==> config.mk <==
export PLATFORM = sky130hd
export DESIGN_NAME = button_conditioner
export DESIGN_NICKNAME = d
export VERILOG_FILES = /design/src/rtl/button_conditioner_pkg.sv /design/src/rtl/button_conditioner_debounce_bit.sv /design/src/rtl/button_conditioner.sv
export SDC_FILE = /design/constraint.sdc
export NUM_CORES = 1
export LEC_CHECK = 0
export ABC_AREA = 1
export BUFFER_PORTS_ARGS = -buffer_cell sky130_fd_sc_hd__buf_2
export CAP_MARGIN = 25
export CORE_MARGIN = 4
export CORE_UTILIZATION = 28
export CTS_BUF_LIST = sky130_fd_sc_hd__clkbuf_8
export DETAILED_ROUTE_END_ITERATION = 8
export SLEW_MARGIN = 20
export SYNTH_ARGS = -nofsm -noshare
export SYNTH_HDL_FRONTEND = slang
export SYNTH_HIERARCHICAL = 1
export SYNTH_SLANG_ARGS = --single-unit
==> constraint.sdc <==
create_clock -name clock -period 1.3 [get_ports clock]
set_input_delay 0.26 -clock clock [delete_from_list [all_inputs] [get_ports clock]]
set_output_delay 0.26 -clock clock [all_outputs]
set_load 0.01 [all_outputs]
==> src/rtl/button_conditioner_pkg.sv <==
// Shared constants for the stopwatch button front end: button indices and 50 MHz timing defaults.
// Latency: n/a (package only).
// Backpressure: n/a (package only).
package button_conditioner_pkg;

    // Which physical button drives which stopwatch action
    localparam int unsigned BTN_AUX0  = 0;
    localparam int unsigned BTN_RESET = 1;
    localparam int unsigned BTN_AUX2  = 2;
    localparam int unsigned BTN_START = 3;

    // Board defaults for a 50 MHz clock
    localparam int unsigned DEF_NUM_BTN         = 4;
    localparam int unsigned DEF_DEBOUNCE_CYCLES = 1000000;   // 20 ms
    localparam int unsigned DEF_LONG_CYCLES     = 50000000;  // 1 s

    // Bits needed to hold the values 0..max_count (never less than one bit)
    function automatic int unsigned count_width(input int unsigned max_count);
        return (max_count < 1) ? 1 : $clog2(max_count + 1);
    endfunction

endpackage

==> src/rtl/button_conditioner_debounce_bit.sv <==
// One button channel: 2-flop sync, debounce counter, press/release pulses, optional long-press (LONG_PRESS_EN).
// Latency: level/pulse appear DEBOUNCE_CYCLES+2 edges after the first edge that samples a new raw value.
// Backpressure: none; free-running, pulses are single-cycle and never held or queued.
module button_conditioner_debounce_bit
    import button_conditioner_pkg::*;
#(
    parameter int unsigned DEBOUNCE_CYCLES = DEF_DEBOUNCE_CYCLES,
    parameter int unsigned LONG_CYCLES     = DEF_LONG_CYCLES
) (
    input  logic clock,
    input  logic reset_n,
    input  logic button_n,
    output logic level,
    output logic press_pulse,
    output logic release_pulse,
    output logic long_pulse
);

    localparam int unsigned      CNT_W    = count_width(DEBOUNCE_CYCLES);
    localparam logic [CNT_W-1:0] CNT_LAST = CNT_W'(DEBOUNCE_CYCLES - 1);
    localparam logic [CNT_W-1:0] CNT_ONE  = CNT_W'(1);

    // A zero-length debounce or hold time has no meaning; refuse to elaborate
    if (DEBOUNCE_CYCLES < 1) begin : g_bad_debounce
        $error("DEBOUNCE_CYCLES must be >= 1");
    end
    if (LONG_CYCLES < 1) begin : g_bad_long
        $error("LONG_CYCLES must be >= 1");
    end

    logic             sync_q1;
    logic             sync_q2;
    logic             sample;
    logic [CNT_W-1:0] cnt;

    // Two-stage synchroniser; resets to the released (high) state
    always_ff @(posedge clock or negedge reset_n) begin
        if (!reset_n) begin
            sync_q1 <= 1'b1;
            sync_q2 <= 1'b1;
        end else begin
            sync_q1 <= button_n;
            sync_q2 <= sync_q1;
        end
    end

    assign sample = ~sync_q2;

    // Accept a new level only after it has differed from the current one for DEBOUNCE_CYCLES edges in a row
    always_ff @(posedge clock or negedge reset_n) begin
        if (!reset_n) begin
            cnt           <= '0;
            level         <= 1'b0;
            press_pulse   <= 1'b0;
            release_pulse <= 1'b0;
        end else begin
            press_pulse   <= 1'b0;
            release_pulse <= 1'b0;
            if (sample == level) begin
                cnt <= '0;
            end else if (cnt == CNT_LAST) begin
                cnt           <= '0;
                level         <= sample;
                press_pulse   <= sample;
                release_pulse <= ~sample;
            end else begin
                cnt <= cnt + CNT_ONE;
            end
        end
    end

`ifdef LONG_PRESS_EN
    localparam int unsigned       HOLD_W    = count_width(LONG_CYCLES);
    localparam logic [HOLD_W-1:0] HOLD_LAST = HOLD_W'(LONG_CYCLES);
    localparam logic [HOLD_W-1:0] HOLD_PRE  = HOLD_W'(LONG_CYCLES - 1);
    localparam logic [HOLD_W-1:0] HOLD_ONE  = HOLD_W'(1);

    logic [HOLD_W-1:0] hold_cnt;

    // Count held cycles, pulse once on reaching LONG_CYCLES, then park until release
    always_ff @(posedge clock or negedge reset_n) begin
        if (!reset_n) begin
            hold_cnt   <= '0;
            long_pulse <= 1'b0;
        end else if (!level) begin
            hold_cnt   <= '0;
            long_pulse <= 1'b0;
        end else if (hold_cnt != HOLD_LAST) begin
            hold_cnt   <= hold_cnt + HOLD_ONE;
            long_pulse <= (hold_cnt == HOLD_PRE);
        end else begin
            long_pulse <= 1'b0;
        end
    end
`else
    assign long_pulse = 1'b0;
`endif

endmodule

==> src/rtl/button_conditioner.sv <==
// Stopwatch button front end: NUM_BTN independent sync/debounce channels; LONG_PRESS_EN adds long_o.
// Latency: DEBOUNCE_CYCLES+2 edges from first sampling of a new raw value to level_o/press_o/release_o.
// Backpressure: none; outputs are single-cycle pulses that the consumer must take when they occur.
module button_conditioner
    import button_conditioner_pkg::*;
#(
    parameter int unsigned NUM_BTN         = DEF_NUM_BTN,
    parameter int unsigned DEBOUNCE_CYCLES = DEF_DEBOUNCE_CYCLES,
    parameter int unsigned LONG_CYCLES     = DEF_LONG_CYCLES
) (
    input  logic               clock,
    input  logic               reset_n,
    input  logic [NUM_BTN-1:0] button_i,
    output logic [NUM_BTN-1:0] level_o,
    output logic [NUM_BTN-1:0] press_o,
    output logic [NUM_BTN-1:0] release_o,
    output logic [NUM_BTN-1:0] long_o
);

    // One fully independent channel per button
    for (genvar b = 0; b < NUM_BTN; b++) begin : g_btn
        button_conditioner_debounce_bit #(
            .DEBOUNCE_CYCLES (DEBOUNCE_CYCLES),
            .LONG_CYCLES     (LONG_CYCLES)
        ) u_bit (
            .clock         (clock),
            .reset_n       (reset_n),
            .button_n      (button_i[b]),
            .level         (level_o[b]),
            .press_pulse   (press_o[b]),
            .release_pulse (release_o[b]),
            .long_pulse    (long_o[b])
        );
    end

endmodule
Word-level counts from Yosys, hierarchy flattened --
Cells that the tools add are included.
Cells by class: $add $sub $neg 4, eq/ne operators 8, multiplexer cells 24, bitwise operators 8, reductions and logical operators 4
Operators by type and width (count):
- $mux 20 | 8
- $add 20x1->20 const B | 4
- $eq 20x20->1 const B | 4
- $mux 1 | 16
- $not 1->1 | 8
- $reduce_and 2->1 | 4
- $eq 1x1->1 | 4
Word-level totals: flip-flop bits (word level) 100, input port bits 6, output and inout bits 16, logic and storage cells 72

Depth between registers and ports, before layout --
depth in word-level cells 4, gate-level depth with buffers 8, depth with buffers taken out 8

By module --
Netlist, hierarchy kept.
By module, submodules not included:
- button_conditioner_debounce_bit at g_btn[1].u_bit ... | instances 3, cells an instance 165, area an instance 1385.1 sq um, sequential area each 628.1 sq um
- button_conditioner_debounce_bit at g_btn[0].u_bit | instances 1, cells an instance 173, area an instance 1422.6 sq um, sequential area each 628.1 sq um

Worst setup path before layout --
No wires, ideal clock.
path type register to register, start register g_btn[0].u_bit.cnt[0], end register g_btn[0].u_bit.cnt[5], library setup time 0.119 ns, arrival 1.149 ns, required time 1.181 ns, setup slack 0.033 ns, cell stages (with the launch flop) 7, buffers on the path 0, clock period less this slack 1.267 ns, cells stage by stage dfrtp_1 > ha_1 > nand3_2 > nor2_4 > nand3_4 > nand2_4 > nor2_1
On the way: longest elaborated chain between the ends 3, elaborated cells between the ends (all ways) 4, those cells by class add/sub: 1; eq/ne: 1; mux: 2
Ends and longest elaborated chain:
- start, declared | RTL line button_conditioner_debounce_bit.sv:34 | logic [CNT_W-1:0] cnt;
- start signal, assigned | RTL line button_conditioner_debounce_bit.sv:67 | cnt <= cnt + CNT_ONE;
- $add 20x1->20 or $eq 20x20->1 (tied branches) | RTL line button_conditioner_debounce_bit.sv:67, button_conditioner_debounce_bit.sv:61
- $mux 20 (*) | RTL line button_conditioner_debounce_bit.sv:61 | end else if (cnt == CNT_LAST) begin
- $mux 20 (*) | RTL line button_conditioner_debounce_bit.sv:59 | if (sample == level) begin
Mark *: on every way between the ends. The rest lies on a longest branch, timed or not. A chain may end at the register's enable or synchronous reset.

Worst setup path after layout --
start register g_btn[1].u_bit.cnt[0], end register g_btn[1].u_bit.cnt[9]
On the way: longest elaborated chain between the ends 3, elaborated cells between the ends (all ways) 4, those cells by class add/sub: 1; eq/ne: 1; mux: 2
Ends and longest elaborated chain (RTL line):
- start, declared | button_conditioner_debounce_bit.sv:34
- start signal, assigned | button_conditioner_debounce_bit.sv:67
- $add 20x1->20 or $eq 20x20->1 (tied branches) | button_conditioner_debounce_bit.sv:67, button_conditioner_debounce_bit.sv:61
- $mux 20 (*) | button_conditioner_debounce_bit.sv:61
- $mux 20 (*) | button_conditioner_debounce_bit.sv:59
Marked as above.

==> summary.txt <==
Timing
  • Hold Slack: 276 ps
  • Final period util: 107%
  • Final setup fails: 48
  • Final Critical Period: 1400 ps
  • RSZ-0062 raised after global routing: true
  • Max Clk Rate: 717 MHz
  • Final hold viol count: 0
  • Final WS setup: -95.1 ps
  • Clock Skews: 12.5 ps
  • Slew Viols, Final: 0

Yosys
  • Synth Register Bits: 100
  • Cell variety after synth: 32
  • Top cell type's share of synthesized area: 41.3%
  • Seq/Total Area, Yosys: 45.0%
  • Most numerous cell in the Yosys netlist: nor2_1
  • Number of flops mapped to enable cells by yosys: 0
  • Synth cell count leaders: 156 x nor2_1, 98 x nand2_1, 92 x dfrtp_1
  • Synth area leaders: dfrtp_1 41%, nor2_1 10%, nand2_1 6.6%, nor2_4 4.8%, nand3_1 4.8%
  • Main synth FF type: dfrtp_1
  • Syn Std Cell Area: 5580 um2
  • Ys async rst share: 100%
  • Area leader, netlist: dfrtp_1
  • Post-synthesis area per instance: 8.35 um2
  • Mapped Cells: 668
  • Syn nets: 678
  • Syn. warnings: 6

Floorplanning
  • Core Rows: 51
  • I/O pin cnt: 22
  • DIE AREA: 22200 um2
  • Die height: 149 um
  • Core Footprint: 19500 um2
  • Initial Util: 28.6%
  • Horiz. Die Dim: 149 um

Route
  • DRT antenna net count: 0
  • Number of remaining DRC errors: 0
  • Via density: 4.41
  • Total Wirelength: 13000 um
  • DR WL/cell: 12.5 um
  • First drt pass iteration count: 4
  • Initial DRC Count: 260
  • Via count: 4617

Clock network
  • TritonCTS clock tree: done
  • TritonCTS Sinks: 100
  • CTS clk-pin slew, worst paths: 100 ps
  • Maximum root-to-sink buffer count: 2
  • H-Tree Depth: 3
  • Later-pin clock latency in the skew report: 380 ps
  • Clk root buf: clkbuf_8
  • Clock buffer count from CTS: 9

Layout
  • Ant diodes: 0
  • Share of cells above drive strength 1: 39.9%
  • Final std cells w/o fill: 1046
  • Area grow syn2layout: 33.7%
  • Final Net Count: 786
  • Fill cell count: 1944

Pwr
  • Worst IR Drop VDD: 434 uV
  • Flop pwr share: 57.4%
  • Overall power: 5.59 mW
  • Clk network pwr share: 35.6%
  • Pleak: 3.30 nW
  • Internal Power: 4.24 mW
  • Switching power: 1.34 mW
  • Gate power share: 7.0%
  • Sw Share: 24.0%
  • Pwr/cell area: 749 nW/um2

Worst setup path
  • Worst Setup End Kind: register
  • Critical setup path kind: register to register
  • WP data required: 1570 ps
  • Arr. time, crit path: 1660 ps
  • CP Max Fanout: 7
  • Crit start category: register

Global routing
  • First-pass GRT wire length: 20800 um
  • Tot GR Track Use: 11.5%
  • Aggregate global routing overflow: 0
  • Vias in the first global route: 4403
  • Largest net degree at the start of global routing: 37
  • Initial antenna violation count: 0

Place
  • Dpl cells: 992
  • Gpl congestion: 0.840
  • Worst slack, placed: -70.1 ps
  • I/O Buffers: 17
  • Post-DP HPWL: 8670 um

Outcome
  • Failing checks: setup timing
  • Status: finished with violations

Job
  • # Max-Cap Violations: 0

Min path
  • Class of the worst hold path: input pin to asynchronous set/reset pin
metal layers:
layer | global-route usage (%) | wire, um | up-vias | part of all wire, %
li1 | - | - | 2313 | -
met1 | 15.6 | 5990 | 2221 | 46
met2 | 18.2 | 6450 | 70 | 50
met3 | 1.98 | 384 | 13 | 2.9
met4 | 4.94 | 193 | 0 | 1.5
met5 | 0 | 0 | - | 0
layout by cell type (no fill, tap or decap), drive strengths merged:
cell type	count
nor2	192
nand4	12
clkbuf	10
a21oi	13
inv	77
nand3	66
nand2	123
buf	94
bufinv	1
xnor2	12
nand3b	7
dfrtp	92
o21bai	7
nor3b	2
and2	1
xor2	26
nor3	12
o21ai	12
conb	4
clkinv	1
dfstp	8
dlygate4sd3	5
ha	4
final timing paths:
check,slack (ps),cells past startpoint,to,startpoint
max in group asynchronous,490,3,g_btn[1].u_bit/sync_q2$_DFF_PN1_,reset_n
min in group clock,350,0,g_btn[3].u_bit/sync_q2$_DFF_PN1_,g_btn[3].u_bit/sync_q1$_DFF_PN1_
worst max-delay path,-100,6,g_btn[1].u_bit/cnt[9]$_DFF_PN0_,g_btn[1].u_bit/cnt[0]$_DFF_PN0_
worst min register to register,350,0,g_btn[3].u_bit/sync_q2$_DFF_PN1_,g_btn[3].u_bit/sync_q1$_DFF_PN1_
worst min-delay path,280,2,g_btn[3].u_bit/level$_DFFE_PN0P_,reset_n
worst max register to register,-100,6,g_btn[1].u_bit/cnt[9]$_DFF_PN0_,g_btn[1].u_bit/cnt[0]$_DFF_PN0_
logic make-up after synthesis:
group	synth area share, %
buffers and inverters	5.54
flip-flops	45.0
other	0.269
adder cells (fa/ha/maj)	0.897
AO/OA/AOI/OAI	3.45
AND/OR/NAND/NOR	38.8
XOR/XNOR	5.97
through the flow:
step	utilization [%]	area (um2)	TNS [ps]
after global placement	32.5	6350	-123
after global routing	38.2	7460	-6450
after floorplan	-	5580	0
after CTS	34.8	6790	-489
final	38.2	7460	-2100
after detailed placement	32.5	6350	-825
worst max-delay path, cell delays in order (launching register included):
cell and delay (ps):
dfrtp_1 420, ha_4 180, nand3_4 100, nor2_4 210, nand3_4 180, nand2_8 140, nor2_1 60
layout make-up:
class	count	area [um2]	area share, %
clock buffer	10	138	1.85
clock inverter	6	50.0	0.671
inverter	73	284	3.81
multi-input combinational	493	3350	44.9
sequential	100	2520	33.8
tap	265	332	4.45
timing repair buffer	99	786	10.5
sequential cells by signal (all words and copies together) (netlist names):
signal / cells
g_btn.u_bit/cnt: 80
g_btn.u_bit/sync_q1: 4
g_btn.u_bit/sync_q2: 4
g_btn.u_bit/release_pulse: 4
g_btn.u_bit/level: 4
g_btn.u_bit/press_pulse: 4
power groups by stage:
stage / logic, mW / registers [mW] / clock network (mW)
2_1_floorplan: 0.130 / 3.25 / 0
3_3_place_gp: 0.276 / 3.25 / 0
3_5_place_dp: 0.278 / 3.25 / 0
4_1_cts: 0.323 / 3.21 / 2.08
5_1_grt: 0.432 / 3.22 / 2.20
6_report: 0.390 / 3.21 / 1.99
timing repair:
item | in CTS | in global routing
setup endpoints to repair | 36 | 71
hold endpoints to repair | 30 | 0
pin swaps | 20 | 47
hold buffers | 5 | 0
cloned | 3 | 0
setup buffers | 7 | 23
resized for setup | 24 | 126
No activity file was read; power rests on OpenSTA's default activity.
